[config.mk]
export PLATFORM = sky130hd
export DESIGN_NAME = spi_txn_arbiter
export DESIGN_NICKNAME = d
export VERILOG_FILES = /design/src/rtl/spi_arb_pkg.sv /design/src/rtl/rr_arbiter.sv /design/src/rtl/spi_txn_arbiter.sv
export SDC_FILE = /design/constraint.sdc
export NUM_CORES = 1
export LEC_CHECK = 0
export CORE_MARGIN = 2
export CORE_UTILIZATION = 42
export CTS_CLUSTER_DIAMETER = 30
export CTS_CLUSTER_SIZE = 40
export DETAILED_ROUTE_END_ITERATION = 10
export GPL_TIMING_DRIVEN = 0
export MAX_ROUTING_LAYER = met4
export PLACE_DENSITY = 0.77
export SLEW_MARGIN = 20
export SYNTH_ARGS = -nofsm -noshare
export SYNTH_HDL_FRONTEND = slang
export SYNTH_SLANG_ARGS = --single-unit
[constraint.sdc]
create_clock -name clk -period 2.1 [get_ports clk]
set_input_delay 0.315 -clock clk [delete_from_list [all_inputs] [get_ports clk]]
set_output_delay 0.315 -clock clk [all_outputs]
set_load 0.1 [all_outputs]
[src/rtl/spi_arb_pkg.sv]
// Shared encodings and helpers for the SPI transaction arbiter.
package spi_arb_pkg;

    localparam logic [1:0] OP_NOP = 2'b00;
    localparam logic [1:0] OP_TX  = 2'b01;
    localparam logic [1:0] OP_RX  = 2'b10;
    localparam logic [1:0] OP_FD  = 2'b11;

    typedef enum logic [2:0] {
        IDLE,
        ISSUE,
        WAIT,
        RESP,
        GAP
    } arb_state_e;

    function automatic logic needs_tx(input logic [1:0] op);
        return op[0];
    endfunction

    function automatic logic needs_rx(input logic [1:0] op);
        return op[1];
    endfunction

endpackage

[src/rtl/rr_arbiter.sv]
// Combinational round-robin picker: first set request at or after ptr, wrapping.
module rr_arbiter #(
    parameter int NUM_REQ = 4,
    parameter int IW      = $clog2(NUM_REQ)
) (
    input  logic [NUM_REQ-1:0] req,
    input  logic [IW-1:0]      ptr,
    output logic [NUM_REQ-1:0] grant,
    output logic [IW-1:0]      idx,
    output logic               any
);

    logic [IW-1:0] cand;

    // Walk from the far end back toward ptr so the nearest request is written last.
    always_comb begin
        idx  = '0;
        any  = 1'b0;
        cand = '0;
        for (int k = NUM_REQ - 1; k >= 0; k--) begin
            cand = IW'((int'(ptr) + k) % NUM_REQ);
            if (req[cand]) begin
                idx = cand;
                any = 1'b1;
            end
        end
        grant = any ? (NUM_REQ'(1) << idx) : '0;
    end

endmodule

[src/rtl/spi_txn_arbiter.sv]
// Shares one SPI master between NUM_REQ requesters with round-robin grant,
// per-transaction timeout and an enforced idle gap after every transfer.
module spi_txn_arbiter
    import spi_arb_pkg::*;
#(
    parameter int NUM_REQ     = 4,
    parameter int SPI_TRF_BIT = 8,
    parameter int TIMEOUT_CYC = 4096,
    parameter int GAP_CYC     = 4
) (
    input  logic                                  clk,
    input  logic                                  rst,
    input  logic [NUM_REQ-1:0]                    req_valid,
    output logic [NUM_REQ-1:0]                    req_ready,
    input  logic [NUM_REQ-1:0][1:0]               req_op,
    input  logic [NUM_REQ-1:0][SPI_TRF_BIT-1:0]   req_data,
    input  logic [NUM_REQ-1:0][7:0]               req_wait,
    output logic [NUM_REQ-1:0]                    rsp_valid,
    output logic [SPI_TRF_BIT-1:0]                rsp_data,
    output logic                                  rsp_err,
    output logic [1:0]                            spi_req,
    output logic [SPI_TRF_BIT-1:0]                spi_din,
    output logic [7:0]                            spi_wait_duration,
    input  logic [SPI_TRF_BIT-1:0]                spi_dout,
    input  logic                                  spi_done_tx,
    input  logic                                  spi_done_rx,
    output logic                                  busy,
    output logic [$clog2(NUM_REQ)-1:0]            grant_id
);

    localparam int IW = $clog2(NUM_REQ);
    localparam int TW = $clog2(TIMEOUT_CYC + 1);
    localparam int GW = $clog2(GAP_CYC + 1);

    arb_state_e             state_q, state_d;
    logic [IW-1:0]          ptr_q, ptr_d, gid_q, gid_d;
    logic [1:0]             op_q, op_d, spi_req_q, spi_req_d;
    logic [SPI_TRF_BIT-1:0] data_q, data_d, spi_din_q, spi_din_d;
    logic [SPI_TRF_BIT-1:0] rsp_data_q, rsp_data_d;
    logic [7:0]             wait_q, wait_d, spi_wait_q, spi_wait_d;
    logic                   tx_q, tx_d, rx_q, rx_d, rsp_err_q, rsp_err_d;
    logic [TW-1:0]          timer_q, timer_d;
    logic [GW-1:0]          gap_q, gap_d;

    logic [NUM_REQ-1:0] arb_grant;
    logic [IW-1:0]      arb_idx;
    logic               arb_any;
    logic               tx_seen, rx_seen, txn_done, timed_out;

    rr_arbiter #(.NUM_REQ(NUM_REQ), .IW(IW)) u_rr (
        .req   (req_valid),
        .ptr   (ptr_q),
        .grant (arb_grant),
        .idx   (arb_idx),
        .any   (arb_any)
    );

    // Done flags may land in different cycles; the current-cycle pulse counts too.
    assign tx_seen   = tx_q | spi_done_tx;
    assign rx_seen   = rx_q | spi_done_rx;
    assign txn_done  = (!needs_tx(op_q) || tx_seen) && (!needs_rx(op_q) || rx_seen);
    assign timed_out = (timer_q == TW'(TIMEOUT_CYC - 1));

    always_ff @(posedge clk or negedge rst) begin
        if (!rst) state_q <= IDLE;
        else      state_q <= state_d;
    end

    always_comb begin
        state_d = state_q;
        case (state_q)
            IDLE:    if (arb_any) state_d = (req_op[arb_idx] == OP_NOP) ? RESP : ISSUE;
            ISSUE:   state_d = WAIT;
            WAIT:    if (txn_done || timed_out) state_d = RESP;
            RESP:    state_d = GAP;
            GAP:     if (gap_q == GW'(GAP_CYC - 1)) state_d = IDLE;
            default: state_d = IDLE;
        endcase
    end

    always_comb begin
        ptr_d      = ptr_q;
        gid_d      = gid_q;
        op_d       = op_q;
        data_d     = data_q;
        wait_d     = wait_q;
        spi_req_d  = spi_req_q;
        spi_din_d  = spi_din_q;
        spi_wait_d = spi_wait_q;
        tx_d       = tx_q;
        rx_d       = rx_q;
        timer_d    = timer_q;
        gap_d      = gap_q;
        rsp_data_d = rsp_data_q;
        rsp_err_d  = rsp_err_q;
        case (state_q)
            IDLE: if (arb_any) begin
                op_d   = req_op[arb_idx];
                data_d = req_data[arb_idx];
                wait_d = req_wait[arb_idx];
                gid_d  = arb_idx;
                ptr_d  = (arb_idx == IW'(NUM_REQ - 1)) ? '0 : arb_idx + 1'b1;
                if (req_op[arb_idx] == OP_NOP) begin
                    rsp_data_d = '0;
                    rsp_err_d  = 1'b0;
                end
            end
            ISSUE: begin
                spi_req_d  = op_q;
                spi_din_d  = data_q;
                spi_wait_d = wait_q;
                tx_d       = 1'b0;
                rx_d       = 1'b0;
                timer_d    = '0;
            end
            WAIT: begin
                tx_d = tx_seen;
                rx_d = rx_seen;
                if (txn_done) begin
                    spi_req_d  = OP_NOP;
                    rsp_data_d = needs_rx(op_q) ? spi_dout : '0;
                    rsp_err_d  = 1'b0;
                end else if (timed_out) begin
                    spi_req_d  = OP_NOP;
                    rsp_data_d = '0;
                    rsp_err_d  = 1'b1;
                end else begin
                    timer_d = timer_q + 1'b1;
                end
            end
            RESP:    gap_d = '0;
            GAP:     gap_d = gap_q + 1'b1;
            default: ;
        endcase
    end

    always_ff @(posedge clk or negedge rst) begin
        if (!rst) begin
            ptr_q      <= '0;
            gid_q      <= '0;
            op_q       <= OP_NOP;
            data_q     <= '0;
            wait_q     <= '0;
            spi_req_q  <= OP_NOP;
            spi_din_q  <= '0;
            spi_wait_q <= '0;
            tx_q       <= 1'b0;
            rx_q       <= 1'b0;
            timer_q    <= '0;
            gap_q      <= '0;
            rsp_data_q <= '0;
            rsp_err_q  <= 1'b0;
        end else begin
            ptr_q      <= ptr_d;
            gid_q      <= gid_d;
            op_q       <= op_d;
            data_q     <= data_d;
            wait_q     <= wait_d;
            spi_req_q  <= spi_req_d;
            spi_din_q  <= spi_din_d;
            spi_wait_q <= spi_wait_d;
            tx_q       <= tx_d;
            rx_q       <= rx_d;
            timer_q    <= timer_d;
            gap_q      <= gap_d;
            rsp_data_q <= rsp_data_d;
            rsp_err_q  <= rsp_err_d;
        end
    end

    // Ready is gated by reset so a held-valid requester sees nothing while in reset.
    always_comb begin
        req_ready = (state_q == IDLE && rst) ? arb_grant : '0;
        rsp_valid = (state_q == RESP) ? (NUM_REQ'(1) << gid_q) : '0;
        busy      = (state_q != IDLE);
    end

    assign rsp_data          = rsp_data_q;
    assign rsp_err           = rsp_err_q;
    assign spi_req           = spi_req_q;
    assign spi_din           = spi_din_q;
    assign spi_wait_duration = spi_wait_q;
    assign grant_id          = gid_q;

endmodule

==> results.cfg, run 1 <==
[synth]
netlist_top_cells_count = 99 x nand2_1, 70 x dfrtp_1, 34 x mux2i_1, 31 x o21ai_1, 26 x nor2_1
syn_inst = 395
ys_warn_count = 0
yosysTopAreaCell = dfrtp_1
yosysMostFrequentCell = nand2_1
synth_edf_count = 0
yosys.area.top_type_share_pct = 46.4
netlist_top_cells_area = dfrtp_1 46%, nand2_1 9.8%, mux2i_1 9.0%
async_flop_share_pct = 100
syn_area_mm2 = 0.00378
ys_ff_latch = 70
ys_types = 49
ys_seq_area_share_pct = 46.4
syn_avg_cell_area_um2 = 9.56
synth_nets = 490
synth-main-ff-cell = dfrtp_1

[clock_network]
clock_latency_ns = 0.35
clock_sinks = 70
clockBufferDepth = 2
cts_tree = built
root_buffer = clkbuf_8
numCtsBuffers = 9
clk_pin_slew_ns = 0.09
cts_max_level = 3

[floorplanning]
die_w_um = 98.8
boundaryPins = 126
rows = 34
initial_core_util_pct = 43.3
dieArea_mm2 = 0.00977
die_h_um = 98.8
coreArea_mm2 = 0.00872

[sta]
grt_setup_unrepaired = true
layout_min_cycle_time_ns = 2.40
setup_ws_ns = -0.303
worst_slew_pin_slew_ns = 1.05
skew_ns = 0.0124
setup_violations = 17
max-slew-margin-rel_pct = 30.5
maxSlewViolCount = 0
fmax_mhz = 416
fin_crit_sh_pct = 114
finalHoldViolCount = 0
finalSetupTns_ns = -1.38

[worst_setup_path]
cp_num_buf_inv = 4
crit_path_frequent_cell = buf_12
end_kind = output pin
cp.arrival_ns = 2.09
reg2reg_slack_ns = -0.05
cpPeakStageDelay_ns = 0.44
r2r-end = data_q[7]
endpoint = req_ready[0]
critical_path_class = reg -> out
cp.depth = 9
reg2reg_from = ptr_q[1]
worst_setup_path_start_kind = flip-flop
slowest_stage = dfrtp_2
cp_top_family = buffers and inverters
crit_chain = mux2i_2 > nor2_2 > nor3_4 > inv_2 > buf_12 > buf_12 > ha_4 > and3_4 > buf_12
setup.worst_path.start = ptr_q[1]
worst-path-max-fanout = 6
rr_worst_depth = 10
required_ns = 1.78

[layout]
diodes = 0
final_cells = 661
synthToLayoutAreaGrowth_pct = 53.8
final_util_pct = 66.6
fin_nets = 643
drive_above_1_share_pct = 19.9

[power]
total_power_uw = 8790
power_per_cell_area_mw_per_mm2 = 1510
peakVddDrop_v = 0.000685
leakage_uw = 0.00270

[place]
dp_hpwl_mm = 7.41
portBuffers = 125
dp.cells = 629
routabilityCongestion = 0.823

[worst_hold_path]
min_path_type = reg -> reg

[run_status]
status = finished with violations
violations = negative setup slack

[route]
postRouteAntennaNets = 0
drtIter0Drc = 196
avgRoutedWirePerCell_um = 16.5
viasPerCell = 5.30
firstDrtPassIters = 4
wl_mm = 10.9
num_vias = 3504
remaining_drc_errors = 0

[global_route]
grt_use_total_pct = 23.1
grt_first_pass_wirelength_mm = 17.3
antenna_found_initial = 0
grt-ovfl-total = 0
grt_max_degree = 37
grt_pass1_vias = 3615

[job]
cap_viol_max_count = 0
==> registers in the layout (all words and copies together), names as in the netlist, 3 cells and up <==
| name | count |
|---|---|
| data_q | 8 |
| timer_q | 13 |
| spi_din | 8 |
| gap_q | 3 |
| spi_wait_duration | 8 |
| state_q | 3 |
| wait_q | 8 |
| rsp_data | 8 |
==> cell type report <==
class / instances / area, um^2
multi-input cells: 300 / 2140
well taps: 108 / 135
flip-flops and latches: 70 / 1760
fillers: 658 / 2910
repair buffers: 142 / 1400
plain buffers: 21 / 173
inverters: 4 / 17.5
clock inverters: 6 / 47.5
clock buffers: 10 / 138
==> placed cells by master (no fill, tap or decap), drive strengths merged, types with 6 or more instances in the layout <==
cell type	count
a21oi	11
a32oi	8
and3	12
buf	32
clkbuf	24
clkdlybuf4s50	83
dfrtp	70
dlygate4sd2	32
ha	7
mux2	16
mux2i	34
nand2	99
nor2	27
o21ai	35
xor2	6
==> tightest hold or removal path, cell delays in order (launching register included) <==
cell	delay [ns]
dfrtp_1	0.35
nand2_1	0.05
nand2_1	0.05
==> how the worst min path moves through the flow <==
stage | startpoint | end | slack (ns) | cells past startpoint
6_report | data_q[1] | spi_din[1] | 0.47 | 2
5_1_grt | wait_q[2] | spi_wait_duration[2] | 0.49 | 2
4_1_cts | wait_q[3] | spi_wait_duration[3] | 0.47 | 2
3_5_place_dp | rst | ptr_q[0] | 0.32 | 1
3_3_place_gp | wait_q[2] | spi_wait_duration[2] | 0.45 | 2
2_1_floorplan | rst | data_q[0] | 0.02 | 0
==> layer usage <==
layer,global-route usage [%],share of wire [%],vias up
met1,27.5,42,1656
met4,10.6,3.2,0
met3,4.47,5.2,27
met2,37.9,50,127
li1,-,-,1694
met5,-,0,-
==> repair_timing <==
item                                   in CTS  in global routing
pin swaps                                   9                 14
cloned                                      1                  0
hold buffers                                2                  0
endpoints found under the hold margin      36                  0
setup buffers                              12                  4
gates resized for setup                   128                 17
setup endpoints to repair                  77                 49
==> kinds of logic (layout without fill, tap and decap cells) <==
| kind of cell | count (synthesis) | after routing | share of synthesized area [%] |
|---|---|---|---|
| fa+ha+maj | 7 | 7 | 2.32 |
| flops | 70 | 70 | 46.4 |
| simple gates | 162 | 162 | 19.1 |
| mux | 50 | 50 | 13.8 |
| xor+xnor | 6 | 6 | 1.39 |
| buf+inv | 26 | 183 | 4.01 |
| compound gates | 74 | 75 | 13.1 |
==> per-stage QoR <==
step                worst slack (ns)  hold WS, ns  instance area, um^2
global placement               -3.07        0.450                 5230
finish                        -0.303        0.473                 5810
detailed placement             -1.49        0.319                 5250
global route                  -0.391        0.489                 5810
floorplan                    -0.0864       0.0194                 3850
CTS                           -0.291        0.473                 5730
==> report_power, final <==
part           internal [uW]  leakage (uW)  switching (uW)
sequential              1890      0.000880             423
combinational           1700       0.00173            3760
clock                    466     0.0000924             547
Power figures use the tool's default switching activity.
==> inputs of run 2 (changes only) <==
--- a/config.mk
+++ b/config.mk
@@ -6,13 +6,13 @@
 export NUM_CORES = 1
 export LEC_CHECK = 0
 export CORE_MARGIN = 2
-export CORE_UTILIZATION = 42
+export CORE_UTILIZATION = 50
 export CTS_CLUSTER_DIAMETER = 30
 export CTS_CLUSTER_SIZE = 40
 export DETAILED_ROUTE_END_ITERATION = 10
 export GPL_TIMING_DRIVEN = 0
 export MAX_ROUTING_LAYER = met4
-export PLACE_DENSITY = 0.77
+export PLACE_DENSITY = 0.86
 export SLEW_MARGIN = 20
 export SYNTH_ARGS = -nofsm -noshare
 export SYNTH_HDL_FRONTEND = slang
==> constraint.sdc (replaced) <==
create_clock -name clk -period 2.85 [get_ports clk]
set_input_delay 0.4275 -clock clk [delete_from_list [all_inputs] [get_ports clk]]
set_output_delay 0.4275 -clock clk [all_outputs]
set_load 0.1 [all_outputs]
==> results.cfg, run 2 (synthesized netlist as in run 1, its figures left out) <==
[run_status]
status = finished clean

[worst_setup_path]
critical_path_class = reg -> out
reg2reg_from = timer_q[0]
cpPeakStageDelay_ns = 0.42
cp.arrival_ns = 2.34
reg2reg_slack_ns = 0.52
crit_chain = mux2i_1 > nor2_2 > nor3_4 > inv_2 > buf_8 > buf_12 > ha_1 > and3_2 > buf_6
slowest_stage = dfrtp_2
worst-path-max-fanout = 11
worst_setup_path_start_kind = flip-flop
setup.worst_path.start = ptr_q[1]
end_kind = output pin
required_ns = 2.42

[floorplanning]
boundaryPins = 126
coreArea_mm2 = 0.00729
die_h_um = 90.9
initial_core_util_pct = 51.8
rows = 31
dieArea_mm2 = 0.00827
die_w_um = 90.9

[layout]
drive_above_1_share_pct = 12.6
layout_common_cells = 113 x clkdlybuf4s50_1, 99 x nand2_1, 69 x dfrtp_1
fin_nets = 628
fillers = 541
synthToLayoutAreaGrowth_pct = 44.6
diodes = 0
regMostFlops = timer_q
largest_reg_flops = 13
postLayoutCellArea_mm2 = 0.00546
final_common_cell = clkdlybuf4s50_1

[sta]
max-slew-margin-rel_pct = 31.3
worst_slew_pin_slew_ns = 1.03
finalHoldViolCount = 0
maxSlewViolCount = 0
fin_crit_sh_pct = 97.1
layout_min_cycle_time_ns = 2.77
fmax_mhz = 361
setup_violations = 0
skew_ns = 0.00805
grt_setup_unrepaired = true

[global_route]
grt-ovfl-total = 0
grt_max_degree = 39
antenna_found_initial = 0
grt_use_total_pct = 25.9
grt_first_pass_wirelength_mm = 16.3
grt_pass1_vias = 3482

[place]
dp_hpwl_mm = 7.68
dpl_cell_area_mm2 = 0.00520
portBuffers = 125
routabilityCongestion = 0.811

[route]
wl_mm = 10.2
drtIter0Drc = 142
remaining_drc_errors = 0
viasPerCell = 5.51
num_vias = 3511
postRouteAntennaNets = 0
avgRoutedWirePerCell_um = 16.0
firstDrtPassIters = 5

[power]
switching_share_pct = 51.9
total_power_uw = 6410
power_per_cell_area_mw_per_mm2 = 1170
combPwrFrac_pct = 59.5
leakage_uw = 0.00254
peakVddDrop_v = 0.000494
switching_power_uw = 3330
power_frac_seq_pct = 26.4
p_clk_share_pct = 14.1
p_int_uw = 3090

[worst_hold_path]
min_path_type = in -> async

[clock_network]
cts_max_level = 3
clock_sinks = 70
root_buffer = clkbuf_8
numCtsBuffers = 9
clockBufferDepth = 2
clk_pin_slew_ns = 0.07
cts_tree = built
clock_latency_ns = 0.35

[job]
cap_viol_max_count = 0
run 2: cell count changes in the layout (fill, tap and decap cells not counted), moves of 5 or more:
cell	delta
a211oi_2	+5
a211oi_4	-5
and3_4	-5
buf_12	-6
buf_4	-12
clkbuf_1	+5
clkdlybuf4s50_1	+30
dlygate4sd2_1	-29
run 2: worst max-delay path, delay by kind of cell (launching register included):
kind,cells,cell delay (ns)
adders and majority gates,1,0.18
buffers and inverters,4,0.57
DFF,1,0.42
and+or+nand+nor,3,0.58
muxes,1,0.23
run 2: worst paths after layout:
check,to,cells after the start
min reg2reg,spi_wait_duration[0],2
max in group asynchronous,ptr_q[1],2
max,req_ready[0],9
min,rsp_data[3],1
max reg2reg,timer_q[10],9
min in group clk,spi_wait_duration[0],2
run 2: per-layer routing:
metal  part of all wire [%]  global-route usage, %  routed length [um]
met3                    6.2                   5.09                 631
met2                     50                   43.0                5120
met1                     40                   29.7                4110
met5                      0                      -                   0
met4                    3.4                   13.6                 351
run 2: final cells by class:
cell class	count	area (um^2)	area share [%]
tap	99	124	2.27
multi-input combinational	299	1930	35.3
timing repair buffer	128	1280	23.5
buffer	21	133	2.43
clock inverter	5	82.6	1.51
inverter	4	15.0	0.275
sequential	70	1750	32.1
clock buffer	11	141	2.59
run 2: power by group through the flow:
stage               Combinational (uW)  Sequential, uW  Clock [uW]
floorplan                         1660            2850           0
global placement                  3700            1680           0
detailed placement                3800            1700           0
CTS                               3800            1690         908
global route                      4080            1730         955
finish                            3820            1690         903
run 2: metrics by stage:
stage	util (%)	hold slack, ns	instances	setup WS (ns)	TNS, ns
global route	74.9	0.0577	637	-0.0428	-0.0637
detailed placement	71.4	0.420	620	-1.24	-4.09
finish	74.9	0.0288	637	0.0830	0
CTS	74.3	0.0441	635	-0.0164	-0.0378
floorplan	-	0.132	395	-0.000745	-0.000745
global placement	71.1	0.449	619	-2.47	-78.49
run 2: what timing repair did:
action,CTS,global route
endpoints found under the setup margin,8,5
buffers inserted,0,2
hold buffers,0,0
resized for setup,30,10
pin swaps,1,1
cloned,0,0
==> inputs of run 3 (changes only) <==
==> constraint.sdc (replaced) <==
create_clock -name clk -period 3.2 [get_ports clk]
set_input_delay 0.48 -clock clk [delete_from_list [all_inputs] [get_ports clk]]
set_output_delay 0.48 -clock clk [all_outputs]
set_load 0.1 [all_outputs]
==> results.cfg, run 3 (synthesized netlist as in run 1, its figures left out) <==
[global_route]
grt_pass1_vias = 3473
grt_first_pass_wirelength_mm = 16.4
grt-ovfl-total = 0
grt_max_degree = 62
grt_use_total_pct = 25.6
antenna_found_initial = 0

[floorplanning]
coreArea_mm2 = 0.00729
die_w_um = 90.9
rows = 31
dieArea_mm2 = 0.00827
boundaryPins = 126
initial_core_util_pct = 51.8
die_h_um = 90.9

[layout]
synthToLayoutAreaGrowth_pct = 43.2
diodes = 0
final_common_cell = clkdlybuf4s50_1
regMostFlops = timer_q
largest_reg_flops = 13
final_util_pct = 74.2
fin_nets = 627
final_cells = 636
layout_common_cells = 120 x clkdlybuf4s50_1, 99 x nand2_1, 70 x dfrtp_1
drive_above_1_share_pct = 11.4
postLayoutCellArea_mm2 = 0.00541

[power]
switching_share_pct = 52.5
total_power_uw = 5590
p_clk_share_pct = 13.1
leakage_uw = 0.00247
p_int_uw = 2660
power_frac_seq_pct = 26.8
switching_power_uw = 2930
peakVddDrop_v = 0.000390
combPwrFrac_pct = 60.1
power_per_cell_area_mw_per_mm2 = 1030

[worst_setup_path]
worst-path-max-fanout = 20
worst_setup_path_start_kind = input port
slowest_stage = clkdlybuf4s15_2
critical_path_class = in -> out
rr_worst_depth = 9
cp.arrival_ns = 2.60
cp.depth = 8
end_kind = output pin
cp_num_buf_inv = 3
required_ns = 2.72
cpPeakStageDelay_ns = 0.55
crit_chain = clkdlybuf4s50_1 > a21oi_1 > o21a_1 > o22a_1 > buf_4 > ha_1 > and3_1 > clkdlybuf4s15_2
cp_top_family = buffers and inverters

[sta]
maxSlewViolCount = 0
layout_min_cycle_time_ns = 3.08
finalHoldViolCount = 0
finalSetupTns_ns = 0
grt_setup_unrepaired = false
worst_slew_pin_slew_ns = 1.04
skew_ns = 0.0117
setup_violations = 0
fin_crit_sh_pct = 96.2
max-slew-margin-rel_pct = 30.3
fmax_mhz = 325

[route]
viasPerCell = 5.42
avgRoutedWirePerCell_um = 15.7
remaining_drc_errors = 0
num_vias = 3450
postRouteAntennaNets = 0
drtIter0Drc = 208
wl_mm = 9.97
firstDrtPassIters = 4

[place]
routabilityCongestion = 0.784
dpl_cell_area_mm2 = 0.00519
dp.cells = 620
portBuffers = 125
dp_hpwl_mm = 7.69

[clock_network]
numCtsBuffers = 9
clockBufferDepth = 2
cts_tree = built
clock_sinks = 70
root_buffer = clkbuf_8
clk_pin_slew_ns = 0.07
clock_latency_ns = 0.36
cts_max_level = 3

[worst_hold_path]
worstHoldPathCells = 2
min_path_type = reg -> reg

[run_status]
status = finished clean

[job]
cap_viol_max_count = 0
[run 3: cell count changes in the layout (fill, tap and decap cells not counted), moves of 2 or more]
cell | before | now
clkdlybuf4s50_1 | 113 | 120
buf_4 | 5 | 3
clkinvlp_4 | 0 | 3
and3_1 | 8 | 12
dlygate4sd2_1 | 3 | 0
clkdlybuf4s15_2 | 0 | 2
buf_6 | 2 | 0
dlymetal6s2s_1 | 3 | 0
and3_2 | 4 | 0
[run 3: routing by layer]
layer / routed length [um] / track usage, % / vias up / share of wire [%]
met5: 0 / - / - / 0
met4: 197 / 11.5 / 0 / 2.0
met3: 511 / 3.67 / 17 / 5.1
met1: 4110 / 29.7 / 1652 / 41
met2: 5160 / 43.9 / 120 / 52
li1: - / - / 1661 / -
[run 3: repair_timing]
action,in CTS,in global routing
hold buffers,1,0
pin swaps,0,0
hold endpoints to repair,13,0
gates resized for setup,16,5
endpoints found under the setup margin,4,4
buffers inserted,0,0
[run 3: final cells by class]
class,instances,area [um^2]
clock inverter,6,70.1
fill,578,1880
multi-input combinational,299,1900
tap,99,124
timing repair buffer,127,1280
sequential,70,1750
clock buffer,10,138
inverter,4,15.0
buffer,21,133
[run 3: through the flow]
stage               hold slack (ns)  setup WS [ns]
finish                        0.465          0.122
global route                  0.490       0.000673
CTS                           0.468        0.00194
detailed placement            0.349         -0.909
global placement              0.449          -2.12
floorplan                     0.184        -0.0675
[run 3: final timing paths]
kind	slack, ns	end	from
max	0.12	req_ready[3]	req_valid[1]
max reg2reg	0.87	timer_q[10]	timer_q[0]
min reg2reg	0.46	spi_wait_duration[1]	wait_q[1]
min in group asynchronous	0.52	rsp_data[2]	rst
min	0.46	spi_wait_duration[1]	wait_q[1]
max in group asynchronous	2.14	timer_q[2]	rst
[run 3: power by group through the flow]
| stage | clock (uW) | sequential (uW) | combinational [uW] |
|---|---|---|---|
| after floorplan | 0 | 2530 | 1460 |
| after global placement | 0 | 1490 | 3280 |
| after detailed placement | 0 | 1510 | 3380 |
| after CTS | 737 | 1490 | 3370 |
| after global routing | 782 | 1540 | 3600 |
| final | 734 | 1500 | 3360 |
[run 3: worst reg2reg max path, delay by kind of cell (launching register included)]
| family | cells | cell delay (ns) |
|---|---|---|
| flip-flops | 1 | 0.41 |
| AND/OR/NAND/NOR | 4 | 0.58 |
| adder cells (fa/ha/maj) | 1 | 0.24 |
| AO/OA/AOI/OAI | 1 | 0.34 |
| XOR/XNOR | 1 | 0.16 |
| buffers and inverters | 2 | 0.47 |
